**src/rtl/mem_arbiter.sv**
```systemverilog
// Two-requester memory arbiter: a memory-stage data port and a fetch port share
// one 2048-word memory. Data normally wins; fetch is forced through once data has
// taken STARVE_MAX consecutive grants while fetch was waiting. Every output is a
// register, so all responses appear one edge after the state that produces them.
module mem_arbiter #(
  parameter int unsigned MEM_LAT    = 2,  // memory read latency, 1..15
  parameter int unsigned STARVE_MAX = 4   // data grants tolerated while fetch waits, 1..15
) (
  input  logic        clk,
  input  logic        rst,
  // Data (memory-stage) requester
  input  logic        i_d_req,
  input  logic        i_d_we,
  input  logic [63:0] i_d_addr,
  input  logic [63:0] i_d_wdata,
  output logic        o_d_gnt,
  output logic        o_d_done,
  output logic [63:0] o_d_rdata,
  output logic        o_d_err,
  // Fetch requester (read only)
  input  logic        i_f_req,
  input  logic [63:0] i_f_addr,
  output logic        o_f_gnt,
  output logic        o_f_done,
  output logic [63:0] o_f_rdata,
  output logic        o_f_err,
  // Memory port
  output logic        o_m_en,
  output logic        o_m_we,
  output logic [10:0] o_m_addr,
  output logic [63:0] o_m_wdata,
  input  logic [63:0] i_m_rdata
);

  typedef enum logic [1:0] {StIdle, StAccess, StErr, StDone} state_e;

  state_e      r_state;
  logic [3:0]  r_cnt;
  logic [3:0]  r_starve;
  logic        r_own_f;
  logic        r_d_gnt;
  logic        r_d_done;
  logic [63:0] r_d_rdata;
  logic        r_d_err;
  logic        r_f_gnt;
  logic        r_f_done;
  logic [63:0] r_f_rdata;
  logic        r_f_err;
  logic        r_m_en;
  logic        r_m_we;
  logic [10:0] r_m_addr;
  logic [63:0] r_m_wdata;

  logic        w_pick_f;
  logic [63:0] w_addr;
  logic        w_we;
  logic [63:0] w_wdata;
  logic        w_addr_err;
  logic [63:0] w_cap;

  // Arbitration and selection of the winning request's fields.
  always_comb begin
    w_pick_f   = i_f_req && (!i_d_req || (r_starve == 4'(STARVE_MAX)));
    w_addr     = w_pick_f ? i_f_addr : i_d_addr;
    w_we       = w_pick_f ? 1'b0 : i_d_we;
    w_wdata    = w_pick_f ? 64'd0 : i_d_wdata;
    w_addr_err = (w_addr[63:11] != '0);
    // Writes report zero read data.
    w_cap      = r_m_we ? 64'd0 : i_m_rdata;
  end

  // Main FSM: owns all state and every registered output.
  always_ff @(posedge clk or posedge rst) begin
    if (rst) begin
      r_state   <= StIdle;
      r_cnt     <= '0;
      r_starve  <= '0;
      r_own_f   <= 1'b0;
      r_d_gnt   <= 1'b0;
      r_d_done  <= 1'b0;
      r_d_rdata <= '0;
      r_d_err   <= 1'b0;
      r_f_gnt   <= 1'b0;
      r_f_done  <= 1'b0;
      r_f_rdata <= '0;
      r_f_err   <= 1'b0;
      r_m_en    <= 1'b0;
      r_m_we    <= 1'b0;
      r_m_addr  <= '0;
      r_m_wdata <= '0;
    end else begin
      unique case (r_state)
        StIdle: begin
          if (i_d_req || i_f_req) begin
            r_own_f <= w_pick_f;
            r_d_gnt <= !w_pick_f;
            r_f_gnt <= w_pick_f;
            // Starve count only grows while fetch is actually being passed over.
            if (w_pick_f || !i_f_req) begin
              r_starve <= '0;
            end else if (r_starve != 4'(STARVE_MAX)) begin
              r_starve <= r_starve + 4'd1;
            end
            if (w_addr_err) begin
              r_state <= StErr;
            end else begin
              r_state   <= StAccess;
              r_cnt     <= 4'(MEM_LAT - 1);
              r_m_en    <= 1'b1;
              r_m_we    <= w_we;
              r_m_addr  <= w_addr[10:0];
              r_m_wdata <= w_wdata;
            end
          end
        end
        StAccess: begin
          if (r_cnt == 4'd0) begin
            r_state   <= StDone;
            r_m_en    <= 1'b0;
            r_m_we    <= 1'b0;
            r_m_addr  <= '0;
            r_m_wdata <= '0;
            if (r_own_f) begin
              r_f_done  <= 1'b1;
              r_f_rdata <= w_cap;
            end else begin
              r_d_done  <= 1'b1;
              r_d_rdata <= w_cap;
            end
          end else begin
            r_cnt <= r_cnt - 4'd1;
          end
        end
        StErr: begin
          r_state <= StDone;
          if (r_own_f) begin
            r_f_done <= 1'b1;
            r_f_err  <= 1'b1;
          end else begin
            r_d_done <= 1'b1;
            r_d_err  <= 1'b1;
          end
        end
        StDone: begin
          r_state   <= StIdle;
          r_d_gnt   <= 1'b0;
          r_d_done  <= 1'b0;
          r_d_rdata <= '0;
          r_d_err   <= 1'b0;
          r_f_gnt   <= 1'b0;
          r_f_done  <= 1'b0;
          r_f_rdata <= '0;
          r_f_err   <= 1'b0;
        end
        default: r_state <= StIdle;
      endcase
    end
  end

  assign o_d_gnt   = r_d_gnt;
  assign o_d_done  = r_d_done;
  assign o_d_rdata = r_d_rdata;
  assign o_d_err   = r_d_err;
  assign o_f_gnt   = r_f_gnt;
  assign o_f_done  = r_f_done;
  assign o_f_rdata = r_f_rdata;
  assign o_f_err   = r_f_err;
  assign o_m_en    = r_m_en;
  assign o_m_we    = r_m_we;
  assign o_m_addr  = r_m_addr;
  assign o_m_wdata = r_m_wdata;

endmodule
```
**config.mk**
```make
export PLATFORM = sky130hd
export DESIGN_NAME = mem_arbiter
export DESIGN_NICKNAME = d
export VERILOG_FILES = /design/src/rtl/mem_arbiter.sv
export SDC_FILE = /design/constraint.sdc
export NUM_CORES = 1
export LEC_CHECK = 0
export BUFFER_PORTS_ARGS = -buffer_cell sky130_fd_sc_hd__buf_2
export CORE_AREA = 3 3 181 183
export DETAILED_ROUTE_END_ITERATION = 8
export DIE_AREA = 0 0 184 186
export SLEW_MARGIN = 20
export SYNTH_ARGS = -nofsm -noshare
export SYNTH_HDL_FRONTEND = slang
export SYNTH_SLANG_ARGS = --single-unit
```
**constraint.sdc**
```tcl
create_clock -name clk -period 11.84 [get_ports clk]
set_input_delay 0 -clock clk [delete_from_list [all_inputs] [get_ports clk]]
set_output_delay 0 -clock clk [all_outputs]
set_load 0.05 [all_outputs]
```
## Word-level counts from Yosys, hierarchy flattened

Cells that the tools add are included.

- Add/subtract/negate cells: 2
- Eq/ne operators: 13
- Multiplexer cells: 49
- Reduce and logical (&&, ||, !) cells: 27

Operator list:

| cell | number |
|---|---|
| 2-to-1 mux 64 bit | 10 |
| case mux 64 bit (2 select lines) | 3 |
| nonzero test 53 bit | 1 |
| 2-to-1 mux 11 bit | 3 |
| case mux 11 bit (2 select lines) | 1 |
| 2-to-1 mux 4 bit | 5 |
| != test 2 bit (second input constant) | 8 |
| 2-to-1 mux 1 bit | 14 |
| case mux 1 bit (2 select lines) | 6 |
| AND reduction 2 bit | 6 |
| nonzero test 2 bit | 5 |
| AND reduction 3 bit | 3 |
| case mux 2 bit (4 select lines) | 1 |
| case mux 4 bit (2 select lines) | 1 |
| AND reduction 4 bit | 2 |
| 2-to-1 mux 2 bit | 3 |
| case mux 1 bit (3 select lines) | 2 |
| adder 4 x 1 -> 4 bit (second input constant) | 1 |
| equality test 2 bit (second input constant) | 2 |
| equality test 4 x 3 -> 1 bit (second input constant) | 1 |
| logical NOT 4 bit | 1 |
| != test 4 x 3 -> 1 bit (second input constant) | 1 |
| subtractor 4 x 1 -> 4 bit (second input constant) | 1 |
| logical NOT 1 bit | 3 |
| other kinds (5) | 7 |

- Register bits: 222
- Bits of input ports: 261
- Output and inout port bits: 211
- Logic and storage cells: 107

## Longest topological paths before layout

- Depth after elaboration: 8
- Depth in mapped cells: 11

## Least setup slack after synthesis

OpenSTA, ideal clock, no wires.

- Kind: reg-to-reg
- From: register r_starve[0]
- To: register r_cnt[2]
- Library setup time: 0.122 ns
- Arrival: 2.153 ns
- Slack: 9.565 ns
- Stages on the path, launching flop included: 11
- Path buffers: 1
- Cell sequence: dfrtp_1 -> inv_1 -> ha_1 -> nand3b_1 -> a21boi_2 -> nor3_1 -> a22oi_1 -> or2_1 -> clkbuf_1 -> nand2_1 -> a32o_1

- Cells in the longest elaborated chain, start to end: 7

Ends and longest elaborated chain:

| item | line | RTL |
|---|---|---|
| start, declared | 39 | `logic [3:0] r_starve;` |
| start signal, assigned | 102 | `r_starve <= r_starve + 4'd1;` |
| equality test 4 x 3 -> 1 bit | 63 | `w_pick_f = i_f_req && (!i_d_req \|\| (r_starve == 4'(STARVE_MAX)));` |
| logical OR 1 bit | 63 |  |
| logical AND 1 bit | 63 |  |
| 2-to-1 mux 64 bit | 64 | `w_addr = w_pick_f ? i_f_addr : i_d_addr;` |
| nonzero test 53 bit | 67 | `w_addr_err = (w_addr[63:11] != '0);` |
| != test 2 bit (no source line) | -- |  |
| AND reduction 4 bit (no source line) | -- |  |
| end signal, assigned | 108 | `r_cnt <= 4'(MEM_LAT - 1);` |
| end signal, assigned | 131 | `r_cnt <= r_cnt - 4'd1;` |
| end, declared | 38 | `logic [3:0] r_cnt;` |

Every way passes these cells.
A chain may end at the register's enable or synchronous reset.

## Final worst setup path

- From: register r_starve[0]
- To: register r_m_wdata[50] (netlist: o_m_wdata[50])

- Cells in the longest elaborated chain, start to end: 7
- Elaborated cells between the ends (all ways): 11
- Classes of those cells: eq/ne (2); mux (5); reduce/logical (4)

Ends and longest elaborated chain:

| item | line | RTL |
|---|---|---|
| equality test 4 x 3 -> 1 bit (*) | 63 |  |
| logical OR 1 bit (*) | 63 |  |
| logical AND 1 bit (*) | 63 |  |
| 2-to-1 mux 64 bit (on tied branches) | 64, 66 |  |
| nonzero test 53 bit / 2-to-1 mux 64 bit (equally long branches) | 67, 104 |  |
| != test 2 bit (no source line) / 2-to-1 mux 64 bit (equally long branches) | -- |  |
| AND reduction 4 bit (no source line) / case mux 64 bit (2 select lines) (equally long branches) | -- |  |
| end signal, assigned | 112 | `r_m_wdata <= w_wdata;` |
| end, declared | 52 | `logic [63:0] r_m_wdata;` |

Every way passes the cells marked *; elsewhere a longest branch is shown, timed or not. The select of a mux whose other input is x is not followed.

==> impl_metrics.ini <==
[outcome]
outcome = complete, no violations

[sta]
drv_slew = 0
fin_worst_skew_ns = 0.01504
period_minus_slack_ns = 3.319
timing_hold_violations_final = 0
max-slew-margin-rel_pct = 43.76
final.period_utilization_pct = 28.03
hold_ws_ns = 0.1073
fmax_mhz = 301.3
tightestPinTransition_ns = 0.8435
setup_violations = 0
setup_tns_ns = 0
grt_setup_unrepaired = no

[yosys]
synth.top_cells.by_area = dfrtp_1 (63%), nand2_1 (8.5%), o21ai_0 (7.8%)
postSynthAreaPerCell_um2 = 10.68
postSynthNetCount = 1091
synth.mux.area_fraction_pct = 1.368
synth_top_family_by_area = compound AO/OA/AOI/OAI gates
edff_count_synth = 0
async_reset_ff_share_pct = 100.0
synth_xor_xnor_area_share_pct = 0
synth-main-ff-cell = dfrtp_1
synth_seq_area_share_pct = 63.26
post_synth_instance_area_um2 = 8782
post_synth_top_cells = dfrtp_1 (222), nand2_1 (200), o21ai_0 (137)
synth-seq-cells = 222
synthAdderAreaFrac_pct = 1.140
synthDominantAreaCellType = dfrtp_1
synth_cells = 822
synth.most_common_cell = dfrtp_1
yosys.area.top_type_share_pct = 63.26
synth_simple_gate_area_share_pct = 12.94
ys.warnings.count = 0
share_of_the_synthesized_area_in_compound_gates_ao_oa_aoi_oai_pct = 17.84
synthDistinctLibCells = 39

[setup_path]
critical_path.top_delay_family = compound AO/OA/AOI/OAI gates
critical_path.cell_chain = inv_1 -> ha_1 -> nand3b_1 -> a21boi_2 -> buf_4 -> nor3_1 -> a22oi_1 -> or2_1 -> a21o_2 -> buf_4 -> a22o_1
r2r_start = r_starve[0]$_DFFE_PP0P_
crit_path_end_kind = register
rr_endpoint = o_m_wdata[50]$_DFFE_PP0P_
critical_path_arrival_ns = 3.78
timing.setup.critical_path_class = register to register
cp_num_buf_inv = 3
worstRegToRegCells = 11
timing.critical_path.from = r_starve[0]$_DFFE_PP0P_
reg2reg_setup_slack_ns = 8.52
required_ns = 12.30
critPathMostFrequentCell = buf_4
crit_slowest_cell = buf_4
worst_setup_path_endpoint = o_m_wdata[50]$_DFFE_PP0P_
number_of_cells_on_the_critical_path = 11
critical_path.max_stage_delay_ns = 0.61
critPathLaunchType = register
worstPathMaxFanout = 76

[job]
number_of_violations_of_the_max_capacitance_limit = 0

[clock_tree]
source_to_sink_clock_delay_at_the_later_pin_of_the_worst_skew_pair_ns = 0.53
cts_root_buffer = clkbuf_16
cts.repair_timing.setup_buffer_count = 0
cts_max_level = 1
cts.reportedPaths.clkPinSlew_ns = 0.06
tritoncts.num_buffers = 25
tritoncts_num_sinks = 222
max-clock-path-buffers = 3
cts_tree = done

[detailed_routing]
via_cell_ratio = 4.587
drc_markers = 0
first_pass_iters = 4
num_vias = 8496
routed_wire_length_um = 32250
drt_iter0_markers = 439
routedWlPerCell_um = 17.41
final_antenna_net_count = 0

[die]
floorplan.die_area_um2 = 34220
die_height_um = 186
initial_cell_density_of_the_core_pct = 27.98
floorplan.die.width_um = 184
placement_rows = 65
core_area_um2 = 31390
ios = 472

[global_routing]
globalRouteOverflowTotal = 0
pin_count_of_the_biggest_net_entering_global_routing = 94
gr-usage-all-layers_pct = 17.74
grt_antenna_before_repair = 2
grt_first_pass_wirelength_um = 48470
first_global_vias = 8702

[power]
max-vdd-ir-drop_mv = 0.1135
design_power_total_uw = 3460
p_leak_uw = 0.007343
power_per_cell_area_nw_per_um2 = 248.4

[placed_design]
detailed_place_hpwl_um = 22550
numPortBuffers = 471
gp_congestion = 0.8632

[finish]
drive_above_1_share_pct = 36.60
filler_cell_count = 2963
nets = 1698
area_growth_syn_to_layout_pct = 58.58

[worst_hold_path]
min-delay-path-class = primary input to asynchronous set/reset pin
==> worst reg2reg max path, delay by kind of cell, from the launching register on <==
| family | cells | cell delay (ns) |
|---|---|---|
| adders and majority gates | 1 | 0.14 |
| buffers and inverters | 3 | 0.97 |
| DFF | 1 | 0.41 |
| and+or+nand+nor | 3 | 0.66 |
| AOI/OAI and AO/OA | 4 | 1.08 |
==> metrics by stage <==
stage	instances	area (um2)	worst slack (ns)	utilization (%)
floorplan	822	8782	5.762	-
global placement	1649	11510	8.579	36.66
detailed placement	1649	11510	8.499	36.66
CTS	1849	13890	8.473	44.25
global route	1852	13930	8.243	44.36
finish	1852	13930	8.521	44.36
==> cell usage in the layout (no fill, tap or decap), drive strengths merged, types with 3 or more instances in the layout <==
cell type,instances
dlygate4sd3,154
clkinv,5
nor2b,4
nand3,7
a22oi,3
inv,16
buf,481
nor4,25
nor2,12
clkbuf,33
clkinvlp,3
nand2,200
ha,8
a22o,67
o21ai,138
mux2i,12
o2bb2ai,11
dfrtp,222
nand4,7
nor3,4
a21oi,10
==> cell type report <==
| class | instances | area, um2 | share of cell area, % |
|---|---|---|---|
| antenna | 2 | 5.005 | 0.03594 |
| multi-input combinational | 532 | 2969 | 21.32 |
| tap | 402 | 503.0 | 3.612 |
| sequential | 222 | 5555 | 39.89 |
| inverter | 13 | 56.30 | 0.4043 |
| clock inverter | 13 | 145.1 | 1.042 |
| timing repair buffer | 635 | 3998 | 28.70 |
| clock buffer | 33 | 695.7 | 4.995 |
==> timing repair <==
action                                 CTS  global route
resized for setup                        0             0
endpoints found under the hold margin  302             0
hold buffers                           154             0
==> cells by family after synthesis <==
kind of cell,Yosys count
AOI/OAI and AO/OA,244
adders and majority gates,8
buffers and inverters,68
DFF,222
muxes,12
and+or+nand+nor,268
==> state kept, by name, summed over array words and instances, names as in the netlist <==
register / cells
r_starve: 4
r_state: 2
o_d_rdata: 64
o_d_done: 1
r_cnt: 4
o_d_gnt: 1
o_f_done: 1
o_m_wdata: 64
o_m_we: 1
o_m_addr: 11
o_f_rdata: 64
r_own_f: 1
o_f_gnt: 1
o_d_err: 1
o_f_err: 1
o_m_en: 1
==> report_power, final <==
part           internal, uW  switching (uW)
Combinational           367            1200
Sequential              978             122
Clock                   462             326
Total                  1810            1650
==> worst min-delay path by stage <==
stage / to / slack (ns) / start / depth (start not counted)
2_1_floorplan: o_m_wdata[23]$_DFFE_PP0P_ / 0.13 / i_d_wdata[23] / 1
3_3_place_gp: o_m_wdata[56]$_DFFE_PP0P_ / 0.16 / rst / 2
3_5_place_dp: o_f_rdata[27]$_DFFE_PP0P_ / 0.16 / rst / 2
4_1_cts: o_m_addr[1]$_DFFE_PP0P_ / 0.1 / i_d_addr[1] / 5
5_1_grt: o_d_rdata[27]$_DFFE_PP0P_ / 0.17 / rst / 3
6_report: o_m_wdata[56]$_DFFE_PP0P_ / 0.11 / rst / 3
==> routing by layer <==
layer / vias to the layer above / part of all wire [%] / global-route usage [%]
met3: 48 / 7.5 / 4.104
met5: - / 0 / 0
met4: 0 / 2.8 / 5.443
met1: 3983 / 40 / 21.59
met2: 346 / 49 / 31.32
li1: 4119 / - / -
(Power assumes the default switching activity.)
